## config.mk

```make
export PLATFORM = sky130hd
export DESIGN_NAME = lcm_calc
export DESIGN_NICKNAME = d
export VERILOG_FILES = /design/src/rtl/lcm_calc_pkg.sv /design/src/rtl/lcm_euclid_step.sv /design/src/rtl/lcm_calc.sv
export SDC_FILE = /design/constraint.sdc
export NUM_CORES = 1
export LEC_CHECK = 0
export ABC_CLOCK_PERIOD_IN_PS = 2900
export CORE_MARGIN = 1.5
export CORE_UTILIZATION = 60
export DETAILED_ROUTE_END_ITERATION = 10
export PLACE_DENSITY_LB_ADDON = 0.12
export SYNTH_ARGS = -nofsm -noshare
export SYNTH_HDL_FRONTEND = slang
export SYNTH_SLANG_ARGS = --single-unit
export TNS_END_PERCENT = 1
```

## constraint.sdc

```tcl
create_clock -name CLK -period 2.9 [get_ports CLK]
set_input_delay 0.58 -clock CLK [delete_from_list [all_inputs] [get_ports CLK]]
set_output_delay 0.58 -clock CLK [all_outputs]
set_load 0.01 [all_outputs]
```

## src/rtl/lcm_calc_pkg.sv

```systemverilog
// Shared types and widths for the LCM calculator.
// Optional GCD output port is enabled by defining LCM_CALC_GCD_OUT_EN.
package lcm_calc_pkg;
    localparam int OPW       = 8;
    localparam int RESW      = 16;
    localparam int MUL_STEPS = 8;

    typedef enum logic [2:0] {
        IDLE,
        GCD,
        DIV,
        MUL,
        FIN
    } state_t;
endpackage

```

## src/rtl/lcm_euclid_step.sv

```systemverilog
// One subtractive Euclid iteration: subtract the smaller operand from the larger,
// and flag equality (which means the GCD has been found).
module lcm_euclid_step
    import lcm_calc_pkg::*;
(
    input  logic [OPW-1:0] i_x,
    input  logic [OPW-1:0] i_y,
    output logic           o_eq,
    output logic [OPW-1:0] o_x,
    output logic [OPW-1:0] o_y
);
    always_comb begin
        o_eq = (i_x == i_y);
        o_x  = i_x;
        o_y  = i_y;
        if (i_x > i_y)
            o_x = i_x - i_y;
        else if (i_y > i_x)
            o_y = i_y - i_x;
    end
endmodule

```

## src/rtl/lcm_calc.sv

```systemverilog
// LCM of two 8-bit operands: subtractive GCD, repeated-subtraction A/g, shift-add q*B.
// Define LCM_CALC_GCD_OUT_EN to expose the GCD on output G.
module lcm_calc
    import lcm_calc_pkg::*;
(
    input  logic            CLK,
    input  logic            RST_N,
    input  logic            START,
    input  logic [OPW-1:0]  A,
    input  logic [OPW-1:0]  B,
    output logic [RESW-1:0] Y,
    output logic            DONE,
`ifdef LCM_CALC_GCD_OUT_EN
    output logic [OPW-1:0]  G,
`endif
    output logic            ERROR
);
    state_t          r_state, w_state_nxt;
    logic [OPW-1:0]  r_gx, r_gy, r_g, r_b, r_r, r_q, r_mplier;
    logic [RESW-1:0] r_mcand, r_acc, r_res;
    logic [2:0]      r_cnt;
    logic            r_err;
`ifdef LCM_CALC_GCD_OUT_EN
    logic [OPW-1:0]  r_gout;
`endif

    logic            w_eq;
    logic [OPW-1:0]  w_gx_nxt, w_gy_nxt, w_rem;
    logic [RESW-1:0] w_acc_nxt;
    logic            w_zero_op;

    lcm_euclid_step u_step (
        .i_x  (r_gx),
        .i_y  (r_gy),
        .o_eq (w_eq),
        .o_x  (w_gx_nxt),
        .o_y  (w_gy_nxt)
    );

    assign w_rem     = r_r - r_g;
    assign w_acc_nxt = r_mplier[0] ? (r_acc + r_mcand) : r_acc;
    assign w_zero_op = (A == '0) || (B == '0);

    always_comb begin
        w_state_nxt = r_state;
        case (r_state)
            IDLE: if (START) w_state_nxt = w_zero_op ? FIN : GCD;
            GCD:  if (w_eq) w_state_nxt = DIV;
            DIV:  if (w_rem == '0) w_state_nxt = MUL;
            MUL:  if (r_cnt == 3'(MUL_STEPS - 1)) w_state_nxt = FIN;
            FIN:  w_state_nxt = IDLE;
            default: w_state_nxt = IDLE;
        endcase
    end

    always_ff @(posedge CLK) begin
        if (!RST_N)
            r_state <= IDLE;
        else
            r_state <= w_state_nxt;
    end

    always_ff @(posedge CLK) begin
        if (!RST_N) begin
            r_gx     <= '0;
            r_gy     <= '0;
            r_g      <= '0;
            r_b      <= '0;
            r_r      <= '0;
            r_q      <= '0;
            r_mplier <= '0;
            r_mcand  <= '0;
            r_acc    <= '0;
            r_cnt    <= '0;
            r_res    <= '0;
            r_err    <= 1'b0;
`ifdef LCM_CALC_GCD_OUT_EN
            r_gout   <= '0;
`endif
        end else begin
            case (r_state)
                IDLE: if (START) begin
                    r_gx  <= A;
                    r_gy  <= B;
                    r_r   <= A;
                    r_q   <= '0;
                    r_b   <= B;
                    r_res <= '0;
                    r_err <= w_zero_op;
`ifdef LCM_CALC_GCD_OUT_EN
                    r_gout <= '0;
`endif
                end
                GCD: begin
                    if (w_eq)
                        r_g <= r_gx;
                    else begin
                        r_gx <= w_gx_nxt;
                        r_gy <= w_gy_nxt;
                    end
                end
                DIV: begin
                    r_r <= w_rem;
                    r_q <= r_q + 1'b1;
                    // Final quotient is q+1 on the exit cycle; seed the multiplier with it.
                    if (w_rem == '0) begin
                        r_mplier <= r_q + 1'b1;
                        r_mcand  <= {{(RESW-OPW){1'b0}}, r_b};
                        r_acc    <= '0;
                        r_cnt    <= '0;
                    end
                end
                MUL: begin
                    r_acc    <= w_acc_nxt;
                    r_mcand  <= r_mcand << 1;
                    r_mplier <= r_mplier >> 1;
                    r_cnt    <= r_cnt + 1'b1;
                    if (r_cnt == 3'(MUL_STEPS - 1)) begin
                        r_res <= w_acc_nxt;
`ifdef LCM_CALC_GCD_OUT_EN
                        r_gout <= r_g;
`endif
                    end
                end
                default: ;
            endcase
        end
    end

    assign Y     = r_res;
    assign ERROR = r_err;
    assign DONE  = (r_state == FIN);
`ifdef LCM_CALC_GCD_OUT_EN
    assign G     = r_gout;
`endif
endmodule
```

Word-level counts from Yosys, hierarchy flattened
Cells that the tools add are included.
Widths: inputs -> output; s select.
{"block": "totals", "memories": 0, "output_inout_bits": 18, "romBits": 0, "latch_bits": 0, "in_bits": 19, "ram_bits": 0, "wordCells": 82, "reg_bits": 111}
{"block": "classes", "magnitude_cmp": 2, "div_mod_pow": 0, "muxes": 30, "eq_ne": 14, "n_reduce_logical": 17, "add_sub_neg": 6, "n_bitwise": 0, "multipliers": 0, "shift": 0}
{"op": "$pmux 16 s2", "n": 3}
{"op": "$mux 16", "n": 5}
{"op": "$pmux 8 s2", "n": 5}
{"op": "$mux 8", "n": 9}
{"op": "$logic_not 8->1", "n": 3}
{"op": "$sub 8x8->8", "n": 3}
{"op": "$mux 3", "n": 6}
{"op": "$add 16x16->16", "n": 1}
{"op": "$gt 8x8->1", "n": 2}
{"op": "$pmux 3 s4", "n": 1}
{"op": "$ne 2x2->1 const B", "n": 5}
{"op": "$add 8x1->8 const B", "n": 1}
{"op": "$eq 8x8->1", "n": 1}
{"op": "$reduce_and 2->1", "n": 4}
{"op": "$reduce_and 4->1", "n": 2}
{"op": "$reduce_bool 2->1", "n": 4}
{"op": "$eq 3x2->1 const B", "n": 2}
{"op": "$eq 3x3->1 const B", "n": 2}
{"op": "$ne 2x1->1 const B", "n": 3}
{"op": "$pmux 3 s2", "n": 1}
{"op": "$reduce_and 5->1", "n": 1}
{"op": "$add 3x1->3 const B", "n": 1}
{"op": "$eq 3x1->1 const B", "n": 1}
{"op": "$logic_not 3->1", "n": 1}
{"op": "2 further kinds", "n": 2}

Logic depth before layout (Yosys ltp)
{"block": "logic_depth", "ltp_word": 5, "ltp_mapped": 14, "mapped_depth_nobuf": 12}

Modules after synthesis
From an unflattened synthesis, not the netlist that was laid out.
{"block": "unflattened", "hier_cells": 877, "area_unflattened_um2": 6966.7}
{"mod": "lcm_calc", "n_inst": 1, "cells_each": 740, "area_per_inst_um2": 5990.7, "seq_area_each_um2": 2222.1}
{"mod": "lcm_euclid_step", "n_inst": 1, "cells_each": 137, "area_per_inst_um2": 975.9, "seq_area_each_um2": 0.0}

Worst setup path after synthesis
Ideal clock, no wire load.
{"block": "synth_path", "path_type": "flip-flop to flip-flop", "start": "register r_r[0]", "end": "register r_mplier[1]", "t_required_ps": 2784, "setup_slack_ps": 281, "synth_period_minus_slack_ps": 2619, "path_stages_with_launch": 15, "n_path_buf": 2, "arrival_time_ps": 2502, "setup_ps": 116, "cell_sequence": "dfxtp_1 inv_1 ha_1 inv_1 fa_1 a211oi_2 o31ai_1 a21oi_1 xnor2_1 or3_1 buf_2 o21ai_4 buf_4 nand3_1 o211a_1"}
{"block": "synth_via", "elab_chain_cells": 4}
{"item": "start: declaration", "line_no": "lcm_calc.sv:19", "text": "logic [OPW-1:0] r_gx, r_gy, r_g, r_b, r_r, r_q, r_mplier;"}
{"item": "start signal: assignment", "line_no": "lcm_calc.sv:103", "text": "r_r <= w_rem;"}
{"item": "$sub 8x8->8", "line_no": "lcm_calc.sv:40", "text": "assign w_rem = r_r - r_g;"}
{"item": "$logic_not 8->1", "line_no": "lcm_calc.sv:106", "text": "if (w_rem == '0) begin"}
{"item": "$ne 2x2->1 (no source line)"}
{"item": "$reduce_and 2->1 (no source line)"}
{"item": "end signal: assignment", "line_no": "lcm_calc.sv:107", "text": "r_mplier <= r_q + 1'b1;"}
{"item": "end signal: assignment", "line_no": "lcm_calc.sv:116", "text": "r_mplier <= r_mplier >> 1;"}
{"item": "end: declaration", "line_no": "lcm_calc.sv:19"}
No other way between the ends.
A chain may end at the register's enable or synchronous reset.

Worst setup path after layout
{"block": "layout_path", "start": "register r_g[4]", "end": "register r_mplier[2]"}
{"block": "layout_via", "elab_chain_cells": 4}
{"item": "start: declaration", "line_no": "lcm_calc.sv:19"}
{"item": "start signal: assignment", "line_no": "lcm_calc.sv:96", "text": "r_g <= r_gx;"}
{"item": "$sub 8x8->8", "line_no": "lcm_calc.sv:40"}
{"item": "$logic_not 8->1", "line_no": "lcm_calc.sv:106"}
{"item": "$ne 2x2->1 (no source line)"}
{"item": "$reduce_and 2->1 (no source line)"}
No other way between the ends.

==> summary.md <==
| Metric | Value |
|---|---|
| Run status | completed |
| Pre-CTS worst setup slack | -299 ps |
| GP Congestion | 0.892 |
| Layout cells sized above 1 | 7.91% |
| Die area | 0.0115 mm2 |
| Syn Nets | 868 |
| Largest net degree at the start of global routing | 38 |
| CP endpoint kind | register |
| Final Max Slew Viols | 0 |
| Pre-Repair DR Iteration Count | 5 |
| Yosys reg bits | 111 |
| H-tree depth | 3 |
| Total GRT Usage | 28.8% |
| Via density | 5.99 |
| LEAKAGE | 3.01 nW |
| Crit share post-route | 95.4% |
| Starting density of the core | 62.6% |
| Antenna Violating Nets Remaining | 0 |
| DIE WIDTH | 107 um |
| Worst min-delay path class | reg -> reg |
| Die height | 107 um |
| Reg clk slew, reported paths | 110 ps |
| Worst hold stages | 2 |
| Worst R2R Start | r_g[4]$_SDFFE_PN0P_ |
| Buffers on Ports | 36 |
| Worst R2R End | r_mplier[2]$_SDFFE_PN0P_ |
| Count of final hold-check violations | 0 |
| Final Skew | 10.9 ps |
| RSZ-0062 raised after global routing | no |
| Detailed Place HPWL | 11.2 mm |
| Initial antenna violation count | 0 |
| Drt total wl | 15.7 mm |
| Average wire per standard cell | 15.9 um |
| Number of synthesis warnings | 0 |
| R2R Setup Slk | 130 ps |
| Top FF cell, synth | dfxtp_1 |
| Seq/Total Area, Yosys | 34.0% |
| Synth cell types | 57 |
| P per Cell Area | 660 mW/mm2 |
| Fmax achieved | 0.362 GHz |
| Worst slew margin | 51.1% |
| Placed cells | 966 |
| Most frequent cells in the layout | 115 x nand2_1, 110 x dfxtp_1, 50 x a21oi_1, 46 x nor2_1, 44 x nor2b_1 |
| CTS Buf Count | 9 |
| Share of flip-flops with an asynchronous set or reset | 0% |
| Final Util | 71.0% |
| Critical path required time | 3230 ps |
| Critical Path Source Type | register |
| Source of the critical timing path | r_g[4]$_SDFFE_PN0P_ |
| DRC Markers | 0 |
| Period minus WS final | 2770 ps |
| CTS tree | yes |
| DR vias | 5892 |
| Post-synthesis cell area | 0.00655 mm2 |
| Layout net count | 906 |
| Mapped Cells | 804 |
| EDFF count, synth | 0 |
| Clk_lat worst skew | 400 ps |
| Commonest non-fill, non-tap cell in the layout | nand2_1 |
| Ant diodes | 0 |
| Max Fanout on Critical Path | 22 |
| Final Setup Violations | 0 |
| CP endpoint | r_mplier[2]$_SDFFE_PN0P_ |
| Fin worst setup slack | 134 ps |
| Clk sinks | 111 |
| Max Buffers Root-to-Sink | 2 |
| Vias in the first global route | 5504 |
| Core area | 0.0105 mm2 |
| Row count | 37 |
| Layout Cells excl Fill | 983 |
| IO Pins | 37 |
| Mean post-synth cell area | 8.14 um2 |
| R2r worst-path depth | 11 |
| MaxCap Viol Count | 0 |
| Clk Tree Root Cell | clkbuf_8 |
| Worst-Margin Slew | 733 ps |
| Area grow syn2layout | 13.4% |
| Crit path arrival time | 3090 ps |
| Maximum VDD drop | 699 uV |
| First-pass GRT wire length | 26.6 mm |
| Critical path class | reg -> reg |
| Initial DRC Count | 517 |
| Grt ovf | 0 |
==> where the power goes <==
| part | leakage (nW) | switching (mW) | internal (mW) | total [mW] |
|---|---|---|---|---|
| Clock | 0.0964 | 0.568 | 0.428 | 0.996 |
| Sequential | 0.901 | 0.113 | 1.66 | 1.77 |
| Combinational | 2.01 | 1.18 | 0.952 | 2.13 |
| Total | 3.01 | 1.86 | 3.04 | 4.90 |
==> final cells by class <==
cell class | instances | area [um2]
Multi-Input combinational cell | 612 | 4030
Fill cell | 857 | 3040
Sequential cell | 111 | 2220
Timing Repair Buffer | 73 | 658
Tap cell | 136 | 170
Clock buffer | 10 | 138
Inverter | 35 | 131
Clock inverter | 6 | 68.8
==> state kept, by name (all words and copies together), names as in the netlist <==
| name | cells |
|---|---|
| r_mcand | 16 |
| r_state | 3 |
| ERROR | 1 |
| r_gy | 8 |
| r_r | 8 |
| r_g | 8 |
| r_acc | 16 |
| r_q | 8 |
| r_b | 8 |
| r_gx | 8 |
| Y | 16 |
| r_cnt | 3 |
| r_mplier | 8 |
==> critical path, stage by stage, from the launching register on <==
cell and delay (ps):
dfxtp_1 360, inv_1 60, ha_1 350, nor2b_1 170, a221o_1 360, a211oi_2 210, nand4b_1 180, or3_4 410
o21ai_4 170, buf_12 170, o211ai_1 110, a21boi_1 160
==> cells in the mapped netlist, types with 7 or more instances <==
cell type	instances	area, um2
a21o_1	8	60.1
o21ai_0	35	175
and2_1	14	87.6
a21oi_1	50	250
nand2_1	115	432
nand2b_1	11	68.8
inv_1	35	131
xnor2_1	24	210
nor3b_1	7	52.6
nor2b_1	44	275
and3_1	8	50.1
a21boi_0	20	150
ha_1	41	513
o211ai_1	12	90.1
nand3_1	24	120
dfxtp_1	111	2220
a211oi_1	12	90.1
xor2_1	9	78.8
mux2i_1	20	200
clkbuf_1	41	154
nor2_1	47	176
o211a_1	16	160
a22oi_1	21	158
==> worst min path at each step <==
stage | endpoint | start | slack, ps
floorplan | r_mplier[3]$_SDFFE_PN0P_ | r_mplier[3]$_SDFFE_PN0P_ | 430
global placement | r_mplier[4]$_SDFFE_PN0P_ | r_mplier[4]$_SDFFE_PN0P_ | 440
detailed placement | r_mplier[5]$_SDFFE_PN0P_ | r_mplier[5]$_SDFFE_PN0P_ | 440
CTS | r_mplier[5]$_SDFFE_PN0P_ | r_mplier[5]$_SDFFE_PN0P_ | 460
global route | Y[5]$_SDFFE_PN0P_ | Y[5]$_SDFFE_PN0P_ | 480
finish | r_mplier[3]$_SDFFE_PN0P_ | r_mplier[3]$_SDFFE_PN0P_ | 460
==> metal layers <==
layer	track usage [%]	wire length (um)	vias up
met5	0	0	-
met4	5.83	127	0
met3	5.63	904	10
met2	46.9	7260	154
met1	39.9	7370	2829
li1	-	-	2899
==> per-stage QoR <==
step | area (um2) | setup TNS, ps | power, mW | hold WS [ps]
after floorplan | 6550 | 0 | 3.33 | 431
after CTS | 7410 | 0 | 4.87 | 458
final | 7420 | 0 | 4.90 | 458
after global placement | 7190 | -4450 | 3.79 | 437
after detailed placement | 7190 | -4960 | 3.85 | 442
after global routing | 7420 | 0 | 5.20 | 484
==> cell families (layout without fill, tap and decap cells) <==
| logic type | count (synthesis) | in the layout | share of synthesized area (%) |
|---|---|---|---|
| muxes | 20 | 20 | 3.06 |
| buffers and inverters | 82 | 124 | 4.91 |
| adders and majority gates | 45 | 45 | 9.06 |
| AOI/OAI and AO/OA | 213 | 213 | 22.3 |
| and+or+nand+nor | 300 | 301 | 22.3 |
| xor gates and xnor gates | 33 | 33 | 4.42 |
| DFF | 111 | 111 | 34.0 |
==> repair_timing <==
| action | in CTS | in global routing |
|---|---|---|
| pin swaps | 1 | 0 |
| hold endpoints to repair | 0 | 0 |
| setup buffers | 0 | 0 |
| cloned | 1 | 0 |
| gates resized for setup | 1 | 7 |
| hold buffers | 0 | 0 |
| endpoints found under the setup margin | 31 | 26 |
Note: power is estimated with default switching activity, not from simulation.
